==> config.mk <==
export PLATFORM = sky130hd
export DESIGN_NAME = query_pourer_flat
export DESIGN_NICKNAME = d
export VERILOG_FILES = /design/src/rtl/query_pourer_pkg.sv /design/src/rtl/query_pourer_if.sv /design/src/rtl/query_pourer.sv /design/src/flat_wrapper.sv
export SDC_FILE = /design/constraint.sdc
export NUM_CORES = 1
export LEC_CHECK = 0
export BUFFER_PORTS_ARGS = -buffer_cell sky130_fd_sc_hd__buf_2
export CAP_MARGIN = 30
export CORE_UTILIZATION = 35
export CTS_BUF_LIST = sky130_fd_sc_hd__clkbuf_8
export DETAILED_ROUTE_END_ITERATION = 7
export PLACE_DENSITY_LB_ADDON = 0.25
export REMOVE_ABC_BUFFERS = 1
export SLEW_MARGIN = 15
export SYNTH_ARGS = -nofsm -noshare
export SYNTH_HDL_FRONTEND = slang
export SYNTH_SLANG_ARGS = --single-unit
==> constraint.sdc <==
create_clock -name clk -period 2.4 [get_ports clk]
set_clock_uncertainty 0.1 [all_clocks]
set_input_delay 0.48 -clock clk [delete_from_list [all_inputs] [get_ports clk]]
set_output_delay 0.48 -clock clk [all_outputs]
set_load 0.05 [all_outputs]
==> src/rtl/query_pourer_pkg.sv <==
`default_nettype none
// ============================================================================
// Module   : query_pourer_pkg
// Purpose  : Shared parameters for the query pourer and its query buffer:
//            default word/length widths, buffer depth, 2-bit base encodings,
//            the idle value of the q_o push bus and the pour FSM state type.
// Revision : 1.0 - initial release
// ============================================================================
package query_pourer_pkg;

    localparam int C_WORD_W       = 32;  // packed query word width (even)
    localparam int C_LEN_BIT      = 10;  // query length counter width
    localparam int C_BUFFER_DEPTH = 64;  // downstream query buffer depth

    // 2-bit base encodings as packed in word_i and pushed on q_o[1:0]
    localparam logic [1:0] C_BASE_A = 2'b00;
    localparam logic [1:0] C_BASE_C = 2'b01;
    localparam logic [1:0] C_BASE_G = 2'b10;
    localparam logic [1:0] C_BASE_T = 2'b11;

    // q_o value on cycles with no push
    localparam logic [2:0] C_Q_NONE = 3'b000;

    typedef enum logic [1:0] {
        ST_IDLE = 2'd0,
        ST_POUR = 2'd1,
        ST_GAP  = 2'd2,
        ST_TERM = 2'd3
    } state_t;

endpackage
`default_nettype wire

==> src/rtl/query_pourer_if.sv <==
`default_nettype none
// ============================================================================
// Module   : query_pourer_if
// Purpose  : Bundles the pourer's command, word-stream and buffer-side
//            signals.
//            command : start_i, len_i, last_i
//            words   : word_i, word_valid_i, word_ready_o
//            buffer  : full_i, q_o, pouring_o, pouring_last_o
//            status  : busy_o, done_o
//            master = stimulus / upstream side, slave = the pourer.
// Revision : 1.0 - initial release
// ============================================================================
interface query_pourer_if
    import query_pourer_pkg::*;
#(
    parameter int WORD_W  = C_WORD_W,
    parameter int LEN_BIT = C_LEN_BIT
) ();

    logic               start_i;
    logic [LEN_BIT-1:0] len_i;
    logic               last_i;
    logic [WORD_W-1:0]  word_i;
    logic               word_valid_i;
    logic               word_ready_o;
    logic               full_i;
    logic [2:0]         q_o;
    logic               pouring_o;
    logic               pouring_last_o;
    logic               busy_o;
    logic               done_o;

    modport master (
        output start_i, len_i, last_i, word_i, word_valid_i, full_i,
        input  word_ready_o, q_o, pouring_o, pouring_last_o, busy_o, done_o
    );

    modport slave (
        input  start_i, len_i, last_i, word_i, word_valid_i, full_i,
        output word_ready_o, q_o, pouring_o, pouring_last_o, busy_o, done_o
    );

endinterface
`default_nettype wire

==> src/rtl/query_pourer.sv <==
`default_nettype none
// ============================================================================
// Module   : query_pourer
// Purpose  : Unpacks a stream of packed 2-bit-base words and pours len_i
//            bases, one per cycle, into a downstream query buffer, framed
//            by pouring_o / pouring_last_o, followed by a one-cycle gap and,
//            for the last query of a batch, a terminator cycle.
// Ports    : clk, rst_n (async, active-low)
//            bus (query_pourer_if.slave): start/len/last command, word
//            handshake, buffer full flag, q_o push bus, framing and status.
// Revision : 1.0 - initial release
// ============================================================================
module query_pourer
    import query_pourer_pkg::*;
#(
    parameter int WORD_W  = C_WORD_W,   // must be even
    parameter int LEN_BIT = C_LEN_BIT
) (
    input  logic          clk,
    input  logic          rst_n,
    query_pourer_if.slave bus
);

    localparam int C_BPW   = WORD_W / 2;
    localparam int C_IDX_W = (C_BPW > 1) ? $clog2(C_BPW) : 1;

    state_t               state_q,   state_d;
    logic [WORD_W-1:0]    sreg_q,    sreg_d;     // held word, current base in [1:0]
    logic [C_IDX_W-1:0]   bidx_q,    bidx_d;     // index of current base in word
    logic                 have_q,    have_d;     // sreg holds an unsent base
    logic [LEN_BIT-1:0]   rem_q,     rem_d;      // bases still to pour
    logic                 last_q,    last_d;     // latched last_i
    logic                 pouring_q, pouring_d;
    logic                 plast_q,   plast_d;
    logic                 busy_q,    busy_d;
    logic                 done_q,    done_d;

    logic                 w_emit;
    logic                 w_word_end;
    logic                 w_final;
    logic                 w_ready;
    logic                 w_load;

    // full_i is a registered, current-cycle flag from the buffer, so the push
    // and the refill request are qualified by it directly; everything else
    // feeding q_o and word_ready_o comes straight from flops.
    assign w_emit     = (state_q == ST_POUR) && have_q && !bus.full_i;
    assign w_word_end = (bidx_q == C_IDX_W'(C_BPW - 1));
    assign w_final    = (rem_q == LEN_BIT'(1));
    // Refill when empty, or in the same cycle the held word's last base goes
    // out so the next word lands with no bubble. Never fetch past the end.
    assign w_ready    = (state_q == ST_POUR) &&
                        (!have_q || (w_emit && w_word_end && !w_final));
    assign w_load     = w_ready && bus.word_valid_i;

    assign bus.q_o            = w_emit ? {1'b1, sreg_q[1:0]} : C_Q_NONE;
    assign bus.word_ready_o   = w_ready;
    assign bus.pouring_o      = pouring_q;
    assign bus.pouring_last_o = plast_q;
    assign bus.busy_o         = busy_q;
    assign bus.done_o         = done_q;

    always_comb begin
        state_d = state_q;
        sreg_d  = sreg_q;
        bidx_d  = bidx_q;
        have_d  = have_q;
        rem_d   = rem_q;
        last_d  = last_q;

        case (state_q)
            ST_IDLE: begin
                if (bus.start_i) begin
                    last_d = bus.last_i;
                    rem_d  = bus.len_i;
                    have_d = 1'b0;
                    bidx_d = '0;
                    if (bus.len_i != '0) begin
                        state_d = ST_POUR;
                    end else if (bus.last_i) begin
                        state_d = ST_GAP;
                    end
                end
            end
            ST_POUR: begin
                if (w_emit) begin
                    sreg_d = sreg_q >> 2;
                    bidx_d = bidx_q + C_IDX_W'(1);
                    rem_d  = rem_q - LEN_BIT'(1);
                    // Unused tail bases of the final word are simply dropped.
                    if (w_word_end || w_final) begin
                        have_d = 1'b0;
                    end
                    if (w_final) begin
                        state_d = ST_GAP;
                    end
                end
                if (w_load) begin
                    sreg_d = bus.word_i;
                    bidx_d = '0;
                    have_d = 1'b1;
                end
            end
            ST_GAP: begin
                state_d = last_q ? ST_TERM : ST_IDLE;
            end
            ST_TERM: begin
                // Terminator is accepted on the first non-full cycle.
                if (!bus.full_i) begin
                    state_d = ST_IDLE;
                end
            end
            default: begin
                state_d = ST_IDLE;
            end
        endcase

        // The frame opens with the first word so the buffer never sees a
        // frame head with no base behind it; it then stays open through
        // stalls until the final base.
        pouring_d = (state_d == ST_POUR) && (have_d || pouring_q);
        plast_d   = (state_d == ST_TERM) ||
                    (last_d && (pouring_d || (state_d == ST_GAP)));
        busy_d    = (state_d != ST_IDLE);
        // Pulse on the first IDLE cycle after a query, including a
        // zero-length non-final one that never leaves IDLE.
        done_d    = (state_d == ST_IDLE) &&
                    ((state_q != ST_IDLE) || bus.start_i);
    end

    always_ff @(posedge clk or negedge rst_n) begin
        if (!rst_n) begin
            state_q   <= ST_IDLE;
            sreg_q    <= '0;
            bidx_q    <= '0;
            have_q    <= 1'b0;
            rem_q     <= '0;
            last_q    <= 1'b0;
            pouring_q <= 1'b0;
            plast_q   <= 1'b0;
            busy_q    <= 1'b0;
            done_q    <= 1'b0;
        end else begin
            state_q   <= state_d;
            sreg_q    <= sreg_d;
            bidx_q    <= bidx_d;
            have_q    <= have_d;
            rem_q     <= rem_d;
            last_q    <= last_d;
            pouring_q <= pouring_d;
            plast_q   <= plast_d;
            busy_q    <= busy_d;
            done_q    <= done_d;
        end
    end

endmodule
`default_nettype wire

==> src/flat_wrapper.sv <==
// flat-port wrapper written by rule: the top's interface ports become plain ports
module query_pourer_flat import query_pourer_pkg::*;
#(
    parameter int WORD_W  = C_WORD_W,                  
    parameter int LEN_BIT = C_LEN_BIT
)
  (clk, rst_n, bus_start_i, bus_len_i, bus_last_i, bus_word_i, bus_word_valid_i, bus_full_i, bus_word_ready_o, bus_q_o, bus_pouring_o, bus_pouring_last_o, bus_busy_o, bus_done_o);
  query_pourer_if #(.WORD_W(WORD_W), .LEN_BIT(LEN_BIT)) bus_i ();
  input  logic clk;
  input  logic rst_n;
  input wire logic [$bits(bus_i.start_i)-1:0] bus_start_i;
  input wire logic [$bits(bus_i.len_i)-1:0] bus_len_i;
  input wire logic [$bits(bus_i.last_i)-1:0] bus_last_i;
  input wire logic [$bits(bus_i.word_i)-1:0] bus_word_i;
  input wire logic [$bits(bus_i.word_valid_i)-1:0] bus_word_valid_i;
  input wire logic [$bits(bus_i.full_i)-1:0] bus_full_i;
  output wire logic [$bits(bus_i.word_ready_o)-1:0] bus_word_ready_o;
  output wire logic [$bits(bus_i.q_o)-1:0] bus_q_o;
  output wire logic [$bits(bus_i.pouring_o)-1:0] bus_pouring_o;
  output wire logic [$bits(bus_i.pouring_last_o)-1:0] bus_pouring_last_o;
  output wire logic [$bits(bus_i.busy_o)-1:0] bus_busy_o;
  output wire logic [$bits(bus_i.done_o)-1:0] bus_done_o;
  assign bus_i.start_i = bus_start_i;
  assign bus_i.len_i = bus_len_i;
  assign bus_i.last_i = bus_last_i;
  assign bus_i.word_i = bus_word_i;
  assign bus_i.word_valid_i = bus_word_valid_i;
  assign bus_i.full_i = bus_full_i;
  assign bus_word_ready_o = bus_i.word_ready_o;
  assign bus_q_o = bus_i.q_o;
  assign bus_pouring_o = bus_i.pouring_o;
  assign bus_pouring_last_o = bus_i.pouring_last_o;
  assign bus_busy_o = bus_i.busy_o;
  assign bus_done_o = bus_i.done_o;
  query_pourer #(.WORD_W(WORD_W), .LEN_BIT(LEN_BIT)) u_core (.clk(clk), .rst_n(rst_n), .bus(bus_i));
endmodule
==> summary.txt, run 1 <==
CTS
  • H-tree lvl count: 2
  • TritonCTS clock tree: yes
  • Root buffer cell: clkbuf_8
  • Maximum buffer depth of the clock tree: 2
  • Clock slew at reported path FFs: 90 ps
  • Clock insertion delay at the later pin of the skew report: about 310 ps
  • TritonCTS Sinks: 54
  • Total CTS buffers: 5

Place
  • RePlAce Congestion: a little over 0.8
  • Placed inst area: about 3100 um2
  • Post-Place Setup Slack: ~22 ps
  • DP HPWL: approximately 4300 um
  • I/O Buffers: 55
  • Placed cells: approximately 470

Critical path
  • Worst EP required: between 1500 and 2000 ps
  • Crit-path cells: inv_2, ha_4, or4b_4, or2_4, o31a_1, buf_6
  • Worst Path Max Fanout: 2
  • CP max stage cell: or4b_4
  • Largest stage delay on the critical path: about 450 ps
  • CP Buf/Inv Count: 2
  • Crit Path Class: reg2out
  • Critical path startpoint category: flip-flop
  • Largest delay contributor family on the critical path: simple AND/OR/NAND/NOR gates
  • Worst Setup End Kind: output pin
  • Arr. time, crit path: ~2100 ps

GRT
  • Vias in the first global route: 2,341
  • Largest net degree at the start of global routing: 64
  • Initial antenna violation count: 0
  • GR Overflow Total: 0
  • Global-route wire length before repair: about 11,000 um
  • Total GRT Usage: 16.2%

Logic synthesis
  • Share of the synthesized area in the top cell type: between 40% and 50%
  • Synth top cells by count: nand2_1, dfrtp_1, nor2_1, a31oi_1, a21oi_1
  • Synth Register Bits: between 50 and 60
  • Largest family of logic cells by synthesized area: simple AND/OR/NAND/NOR gates
  • Register area share after synthesis: ~50%
  • Synth async-reset ratio: 100%
  • Yosys warnings: 0
  • Mapped Area: approximately 2700 um2
  • Synth Flop Type: dfrtp_1
  • Top post-synthesis cells by area: dfrtp_1, nand2_1, a31oi_1
  • Mux share of post-synthesis cell area: 0.414%
  • Post-synthesis simple-gate area fraction: around 25%
  • Cells after Synth: 320
  • Leading area contributor after synthesis: dfrtp_1
  • Compound-gate portion of the synthesized area: between 15 and 20%
  • Mean post-synth cell area: between 8 and 9 um2
  • Most common cell in the netlist: nand2_1
  • Post-synthesis xor/xnor area fraction: 0%
  • Synth cell types: 41
  • Number of synthesized flops with an enable pin: 0
  • Post-synthesis adder-cell area fraction: approximately 1.4%

Layout
  • Final core utilization: 46.0%
  • Layout cells sized above 1: ~25%
  • FF/Latch Area: around 1400 um2
  • Final instance area: ~3400 um2
  • Antenna diodes: 0
  • Filler cell count in the final layout: roughly 760
  • Area Growth Syn to Fin: 24.7%
  • Multi-input logic area: 1270 um2
  • Fin cells: 487
  • Nets: 438

Detailed routing
  • # DRC: 0
  • Vias per Instance: roughly 5.1
  • Via count: between 2,000 and 3,000
  • Final ANT Viol Nets: 0
  • Drt first pass iters: 4
  • Initial drt markers: 67
  • Drt wl/cell: between 10 and 15 um
  • Routed WL: around 6800 um

STA
  • RSZ-0062 raised after global routing: yes
  • Final min period: between 2000 and 3000 ps
  • Maximum clock frequency: 381 MHz
  • Relative slew slack: a little over three fifths
  • Tcrit/Tclk final: 109%
  • Final hold violations: 0
  • Final worst slack: -227 ps
  • Max-slew violation count: 0
  • Final Setup Violations: 4
  • Worst-Margin Slew: between 500 and 600 ps

Floorplanning
  • Chip height: roughly 90 um
  • Number of I/O pins: between 50 and 60
  • Cell row count: 31
  • Full die area: slightly above 8000 um2
  • Initial core utilization: a little under two fifths
  • Total core area: roughly 7400 um2
  • Die width: 90.1 um

Power
  • Net Sw Frac: roughly 39%
  • VDD IR-drop max: 444 uV
  • Internal Power: roughly 2.1 mW
  • Logic pwr share: about two fifths
  • PD cells: between 1000 and 1500 nW/um2
  • Overall power: 3.40 mW
  • Leak Pwr: about 1.6 nW
  • NetSw: 1.31 mW
  • Seq pwr share: 45.7%
  • Clock share of power: around 15%

Min path
  • Hold/Removal Path Class: in2reg

Run status
  • Outcome: complete, but fails checks
  • Failing checks: setup timing

Flow run
  • Max-cap violations: 0
layout by cell type (no fill, tap or decap), types with 3 or more instances in the layout:
cell,Yosys,routed
nand2_1,74,74
buf_2,4,54
dfrtp_1,54,54
nor2_1,52,52
a31oi_1,32,32
buf_4,1,21
a21oi_1,15,15
o21ai_0,13,13
nor4_1,6,6
nand3_1,5,5
clkbuf_8,0,5
inv_1,4,4
nor3_1,3,3
buf_6,3,3
stage by stage:
stage	hold WS, ps	TNS, ps
floorplan	84.4	-43060
global placement	338	0
detailed placement	343	0
CTS	256	-274
global route	276	-1860
finish	269	-253
cell families after synthesis:
kind of cell             count (synthesis)
AO/OA/AOI/OAI                           77
flip-flops                              54
buffers and inverters                   27
AND/OR/NAND/NOR                        158
adder cells (fa/ha/maj)                  3
multiplexers                             1
final cells by class:
| cell class | count | area share (%) |
|---|---|---|
| multi-input cells | 239 | 37.4 |
| repair buffers | 82 | 15.8 |
| clock buffers | 5 | 2.03 |
| well taps | 99 | 3.65 |
| flip-flops and latches | 54 | 39.9 |
| inverters | 5 | 0.664 |
| clock inverters | 3 | 0.517 |
worst paths after layout:
kind,slack (ps),end,cells past startpoint,from
worst min-delay path,270,u_core.sreg_q[31]$_DFFE_PN0P_,3,bus_word_i[31]
worst min register to register,390,u_core.bidx_q[3]$_DFFE_PN0P_,1,u_core.bidx_q[3]$_DFFE_PN0P_
min in group asynchronous,520,u_core.sreg_q[3]$_DFFE_PN0P_,2,rst_n
worst max register to register,-20,u_core.sreg_q[14]$_DFFE_PN0P_,9,u_core.rem_q[1]$_DFFE_PN0P_
max in group asynchronous,1020,u_core.sreg_q[28]$_DFFE_PN0P_,3,rst_n
worst max-delay path,-230,bus_word_ready_o,6,u_core.rem_q[1]$_DFFE_PN0P_
layer usage:
metal / track usage (%) / vias to the layer above / share of wire, %
met3: 2.96 / 7 / 4.3
met4: 4.84 / 0 / 1.0
met5: 0 / - / 0
li1: - / 1246 / -
met2: 26.4 / 67 / 45
met1: 21.9 / 1185 / 50
flip-flops by register name, summed over array words and instances (netlist names):
register,flops
u_core.bidx_q,4
u_core.state_q,2
u_core.bus.done_o,1
u_core.sreg_q,32
u_core.bus.pouring_o,1
u_core.last_q,1
u_core.rem_q,10
u_core.bus.pouring_last_o,1
u_core.have_q,1
u_core.bus.busy_o,1
worst reg2reg max path, delay by kind of cell, from the launching register on:
| kind | cells | cell delay (ps) |
|---|---|---|
| AO/OA/AOI/OAI | 2 | 500 |
| flip-flops | 1 | 400 |
| adder cells (fa/ha/maj) | 1 | 120 |
| AND/OR/NAND/NOR | 3 | 760 |
| buffers and inverters | 3 | 470 |
repair_timing:
action / CTS / global route
gates resized for setup: 6 / 6
hold endpoints to repair: 1 / 0
pin swaps: 1 / 3
cloned: 0 / 3
hold buffers: 1 / 0
setup buffers: 2 / 4
endpoints found under the setup margin: 1 / 39
power by group through the flow:
stage          logic [mW]  registers [mW]  clock network (mW)
2_1_floorplan       0.808            1.57                   0
3_3_place_gp         1.20            1.56                   0
3_5_place_dp         1.24            1.56                   0
4_1_cts              1.27            1.55               0.525
5_1_grt              1.51            1.61               0.554
6_report             1.34            1.55               0.503
No activity file was read; power rests on OpenSTA's default activity.
==> run 2: changes to the inputs <==
Settings changed: PLACE_DENSITY_LB_ADDON 0.25 to 0.08.
==> run 2 against run 1 <==
  * The flow still finishes with violations (setup timing)
  * Clock-buffer cell count is the same
  * Sequential share of layout area grew 1.1 points
  * Global-route usage grew 0.63 points
==> summary.txt, run 2 (synthesis gave the netlist of run 1 again) <==
Floorplanning
  • Initial core utilization: 36.9%
  • Chip height: 90.1 um
  • Die width: 90.1 um
  • Number of I/O pins: 56
  • Total core area: 7370 um2
  • Cell row count: 31
  • Full die area: a little over 8000 um2

CTS
  • Total CTS buffers: 5
  • Maximum buffer depth of the clock tree: 2
  • TritonCTS clock tree: yes
  • H-tree lvl count: 2
  • Clock slew at reported path FFs: roughly 90 ps
  • Root buffer cell: clkbuf_8
  • Clock insertion delay at the later pin of the skew report: 300 ps
  • TritonCTS Sinks: between 50 and 60

Layout
  • Antenna diodes: 0
  • Top reg by flops: u_core.sreg_q
  • Max reg flops: 32
  • Nets: 434
  • Most common cell after layout, fill and taps aside: nand2_1
  • Layout cells sized above 1: 23.8%
  • Area Growth Syn to Fin: 21.5%
  • Fin cells: 482
  • Top Registers: u_core.sreg_q x32, u_core.rem_q x10, u_core.bidx_q x4
  • Filler cell count in the final layout: approximately 800
  • Most frequent cells in the layout: nand2_1, buf_2, dfrtp_1
  • Final core utilization: between 40% and 50%
  • Final instance area: roughly 3300 um2

Place
  • Placed inst area: 3190 um2
  • DP HPWL: approximately 4500 um
  • RePlAce Congestion: ~0.77
  • I/O Buffers: 55
  • Post-Place Setup Slack: about 44 ps
  • Placed cells: 473

Power
  • Leak Pwr: roughly 1.5 nW
  • PD cells: a little over 1000 nW/um2
  • VDD IR-drop max: 389 uV

Min path
  • Hold/Removal Path Class: in2async

GRT
  • Largest net degree at the start of global routing: 35
  • Total GRT Usage: around 17%
  • Vias in the first global route: roughly 2,400
  • Global-route wire length before repair: 11,300 um
  • GR Overflow Total: 0
  • Initial antenna violation count: 0

Critical path
  • Crit-path cells: inv_2, ha_1, or4b_4, or2_4, o31a_1, buf_6
  • Crit Path Class: reg2out
  • CP max stage cell: or4b_4
  • Largest stage delay on the critical path: between 400 and 500 ps
  • CP Buf/Inv Count: 2
  • Arr. time, crit path: about 2000 ps
  • Worst r2r path cells: 5
  • Critical path depth: 6
  • Worst Path Max Fanout: 3
  • Worst Setup End Kind: output pin
  • Largest delay contributor family on the critical path: simple AND/OR/NAND/NOR gates
  • Critical path startpoint category: flip-flop
  • Worst EP required: ~1800 ps

Detailed routing
  • Drt wl/cell: 13.3 um
  • Via count: around 2,500
  • # DRC: 0
  • Drt first pass iters: 4
  • Final ANT Viol Nets: 0
  • Initial drt markers: 103
  • Vias per Instance: just over 5
  • Routed WL: roughly 6400 um

Flow run
  • Max-cap violations: 0

STA
  • Maximum clock frequency: around 390 MHz
  • RSZ-0062 raised after global routing: yes
  • Relative slew slack: about two thirds
  • Final min period: 2590 ps
  • Worst hold slack: between 20 and 30 ps
  • Max-slew violation count: 0
  • Worst-Margin Slew: approximately 490 ps
  • Final hold violations: 0
  • Final Setup Violations: 1
  • Tcrit/Tclk final: 108%
  • Final worst slack: -190 ps

Run status
  • Outcome: complete, but fails checks
  • Failing checks: setup timing
==> run 2: cell count changes in the layout (fill, tap and decap cells not counted), sizes merged <==
cell         before  now
buf              80   78
dlygate4sd3       1    0
clkinvlp          1    2
clkinv            2    0
clkbuf            6    5
==> run 2: path summary, 6_finish.rpt <==
check / start / to / slack (ps)
setup / recovery: u_core.rem_q[1]$_DFFE_PN0P_ / bus_word_ready_o / -190
hold / removal: rst_n / u_core.sreg_q[0]$_DFFE_PN0P_ / 30
setup reg to reg: u_core.rem_q[6]$_DFFE_PN0P_ / u_core.bus.pouring_last_o$_DFF_PN0_ / 130
hold reg to reg: u_core.bidx_q[3]$_DFFE_PN0P_ / u_core.bidx_q[3]$_DFFE_PN0P_ / 390
max in group asynchronous: rst_n / u_core.sreg_q[16]$_DFFE_PN0P_ / 1480
min in group clk: bus_word_i[31] / u_core.sreg_q[31]$_DFFE_PN0P_ / 260
==> run 2: routing by layer <==
metal / global-route usage, % / share of wire [%] / vias to the layer above / wire, um
met1: 23.2 / 50 / 1160 / 3180
met5: 0 / 0 / - / 0
met4: 3.63 / 0.51 / 0 / 33
li1: - / - / 1241 / -
met3: 3.38 / 3.7 / 5 / 235
met2: 27.4 / 46 / 46 / 2960
==> run 2: where the power goes <==
| group | switching (mW) | internal [mW] |
|---|---|---|
| sequential | 0.251 | 1.30 |
| clock | 0.289 | 0.197 |
| combinational | 0.733 | 0.551 |
| total | 1.27 | 2.05 |
==> run 2: area by class of cell <==
type | count | area, um2 | area share (%)
clock inverter | 2 | 11.3 | 0.341
tap | 99 | 124 | 3.75
inverter | 5 | 22.5 | 0.682
clock buffer | 5 | 68.8 | 2.08
sequential | 54 | 1350 | 40.9
multi-input combinational | 239 | 1240 | 37.7
timing repair buffer | 78 | 479 | 14.5
==> run 2: what timing repair did <==
action,4_1_cts,5_1_grt
endpoints found under the setup margin,1,5
setup buffers,1,1
resized for setup,4,2
hold buffers,0,0
==> run 2: worst register-to-register path: cells and delay by family (launching register included) <==
family,cells,cell delay (ps)
simple gates,3,1260
compound gates,2,360
flops,1,430
==> run 2: per-stage QoR <==
| step | TNS [ps] | power (mW) |
|---|---|---|
| after floorplan | -43060 | 2.38 |
| after global placement | 0 | 2.81 |
| after detailed placement | 0 | 2.83 |
| after CTS | -222 | 3.36 |
| after global routing | -563 | 3.63 |
| final | -190 | 3.32 |
==> run 3: changes to the inputs <==
Settings changed: ABC_AREA set to 1, RECOVER_POWER set to 100.
==> run 3 against run 2 <==
  * The flow now finishes without violations
  * Sequential share of layout area down 0.43 points
  * First-iteration DRC count decreased by 11%
  * Routed wire length increased by 1.6%
  * Worst setup slack improved by 340 ps
  * Global-route usage shrank 0.57 points
  * Die area up 3.9%
  * Hold slack better by 240 ps
  * Non-clock buffer count decreased by 14
==> summary.txt, run 3 <==
Layout
  • Max reg flops: 32
  • Top Registers: u_core.sreg_q x32, u_core.rem_q x10, u_core.bidx_q x4
  • Most frequent cells in the layout: nand2_1, dfrtp_1, inv_1, o21ai_0, buf_2
  • Filler cell count in the final layout: ~800
  • Nets: 479
  • Layout cells sized above 1: 17.2%
  • Area Growth Syn to Fin: 18.1%
  • Top reg by flops: u_core.sreg_q
  • Most common cell after layout, fill and taps aside: nand2_1
  • Antenna diodes: 0

Logic synthesis
  • Post-synthesis xor/xnor area fraction: less than 1%
  • Cells after Synth: approximately 370
  • Synth Flop Type: dfrtp_1
  • Mean post-synth cell area: between 7 and 8 um2
  • Synth async-reset ratio: 100%
  • Post-synthesis adder-cell area fraction: roughly 1.3%
  • Register area share after synthesis: 47.8%
  • Yosys warnings: 0
  • Synth Register Bits: between 50 and 60
  • Post-synthesis simple-gate area fraction: ~26%
  • Mapped Area: between 2000 and 3000 um2
  • Synth cell types: 32
  • Mux share of post-synthesis cell area: 0%
  • Most common cell in the netlist: nand2_1
  • Top post-synthesis cells by area: dfrtp_1, nand2_1, o21ai_0
  • Synth top cells by count: nand2_1, dfrtp_1, o21ai_0, inv_1, nand3_1
  • Number of synthesized flops with an enable pin: 0
  • Compound-gate portion of the synthesized area: between 10% and 20%
  • Share of the synthesized area in the top cell type: approximately 48%
  • Leading area contributor after synthesis: dfrtp_1
  • Largest family of logic cells by synthesized area: simple AND/OR/NAND/NOR gates

Critical path
  • Critical path startpoint category: flip-flop
  • Arr. time, crit path: between 1500 and 2000 ps
  • Crit Path Class: reg2out
  • Worst EP required: roughly 1800 ps
  • Crit-path cells: inv_1, ha_1, inv_1, nor2_1, nand2_1, nor2_2, o21ai_2, and2_1, buf_6
  • Most used cell, CP: inv_1
  • Worst Path Max Fanout: 3
  • CP max stage cell: dfrtp_1
  • Worst Setup End Kind: output pin
  • Largest stage delay on the critical path: 390 ps
  • R2R Setup Slk: between 200 and 300 ps

CTS
  • TritonCTS Sinks: 54
  • Root buffer cell: clkbuf_8
  • Maximum buffer depth of the clock tree: 2
  • Clock insertion delay at the later pin of the skew report: 310 ps
  • Clock slew at reported path FFs: 100 ps
  • TritonCTS clock tree: yes
  • Total CTS buffers: 5
  • H-tree lvl count: 2

GRT
  • Total GRT Usage: between 10% and 20%
  • Vias in the first global route: around 2,300
  • GR Overflow Total: 0
  • Global-route wire length before repair: 10,900 um
  • Largest net degree at the start of global routing: 46
  • Initial antenna violation count: 0

STA
  • Final hold violations: 0
  • Final min period: 2250 ps
  • Worst hold slack: approximately 270 ps
  • Relative slew slack: under 10%
  • Tcrit/Tclk final: 93.8%
  • Maximum clock frequency: ~440 MHz
  • Setup TNS: 0 ps
  • Final Setup Violations: 0
  • Worst-Margin Slew: between 1000 and 1500 ps
  • RSZ-0062 raised after global routing: no
  • Max-slew violation count: 0

Run status
  • Outcome: completed

Detailed routing
  • Via count: 2,508
  • Vias per Instance: about 4.7
  • Final ANT Viol Nets: 0
  • Drt first pass iters: 4
  • # DRC: 0
  • Drt wl/cell: about 12 um
  • Initial drt markers: 92
  • Routed WL: between 6000 and 7000 um

Place
  • DP HPWL: 4650 um
  • RePlAce Congestion: 0.872
  • I/O Buffers: 55

Min path
  • Hold/Removal Path Class: in2reg

Floorplanning
  • Initial core utilization: 36.4%
  • Full die area: roughly 8400 um2
  • Die width: around 92 um
  • Chip height: 91.9 um
  • Number of I/O pins: 56
  • Total core area: around 7800 um2
  • Cell row count: 32

Flow run
  • Max-cap violations: 0

Power
  • PD cells: 1330 nW/um2
  • VDD IR-drop max: ~530 uV
  • Leak Pwr: 1.74 nW
[run 3: path summary, 6_finish.rpt]
check / startpoint / end / cells after the start
worst max-delay path: u_core.rem_q[1]$_DFFE_PN0P_ / bus_word_ready_o / 9
worst min-delay path: bus_word_i[31] / u_core.sreg_q[31]$_DFFE_PN0P_ / 3
worst max register to register: u_core.rem_q[1]$_DFFE_PN0P_ / u_core.bidx_q[2]$_DFFE_PN0P_ / 11
worst min register to register: u_core.sreg_q[30]$_DFFE_PN0P_ / u_core.sreg_q[30]$_DFFE_PN0P_ / 2
max in group asynchronous: rst_n / u_core.sreg_q[18]$_DFFE_PN0P_ / 2
min in group asynchronous: rst_n / u_core.sreg_q[4]$_DFFE_PN0P_ / 1
[run 3: cell type report]
class	instances	area [um2]	area share, %
clock inverters	2	12.5	0.375
clock buffers	6	82.6	2.47
flip-flops and latches	54	1350	40.5
multi-input cells	250	1200	36.0
inverters	53	199	5.96
well taps	102	128	3.82
repair buffers	64	364	10.9
[run 3: cells by family (layout without fill, tap and decap cells)]
logic type               Yosys count  after routing
AND/OR/NAND/NOR                  171            171
adder cells (fa/ha/maj)            3              3
AO/OA/AOI/OAI                     73             73
flip-flops                        54             54
buffers and inverters             69            125
XOR/XNOR                           3              3
[run 3: report_power, final]
| part | internal [mW] | switching, mW |
|---|---|---|
| combinational | 0.812 | 1.46 |
| sequential | 1.36 | 0.256 |
| clock | 0.233 | 0.312 |
[run 3: worst max-delay path, delay by kind of cell (launching register included)]
kind / cells / cell delay (ps)
DFF: 1 / 390
and+or+nand+nor: 4 / 470
buffers and inverters: 3 / 280
adders and majority gates: 1 / 140
AOI/OAI and AO/OA: 1 / 80
[run 3: through the flow]
step	util (%)	cell area (um2)	std cells	setup slack, ps	power, mW
after global routing	43.0	3340	531	18.7	4.91
final	43.0	3340	531	150	4.43
after CTS	42.9	3330	530	5.48	4.49
after global placement	41.7	3240	522	255	3.89
after detailed placement	41.7	3240	522	231	3.93
after floorplan	-	2750	357	-728	3.28
[run 3: routing by layer]
metal  GRT usage [%]  vias to the layer above  share of wire, %
met2            26.4                       43                47
li1                -                     1300                 -
met3            2.40                        7               3.0
met1            22.4                     1158                49
met4            5.08                        0               1.2
met5               0                        -                 0
[run 3: what timing repair did]
action	CTS	global route
gates resized for setup	0	5
hold buffers	0	0
setup buffers	0	1
setup endpoints to repair	0	1
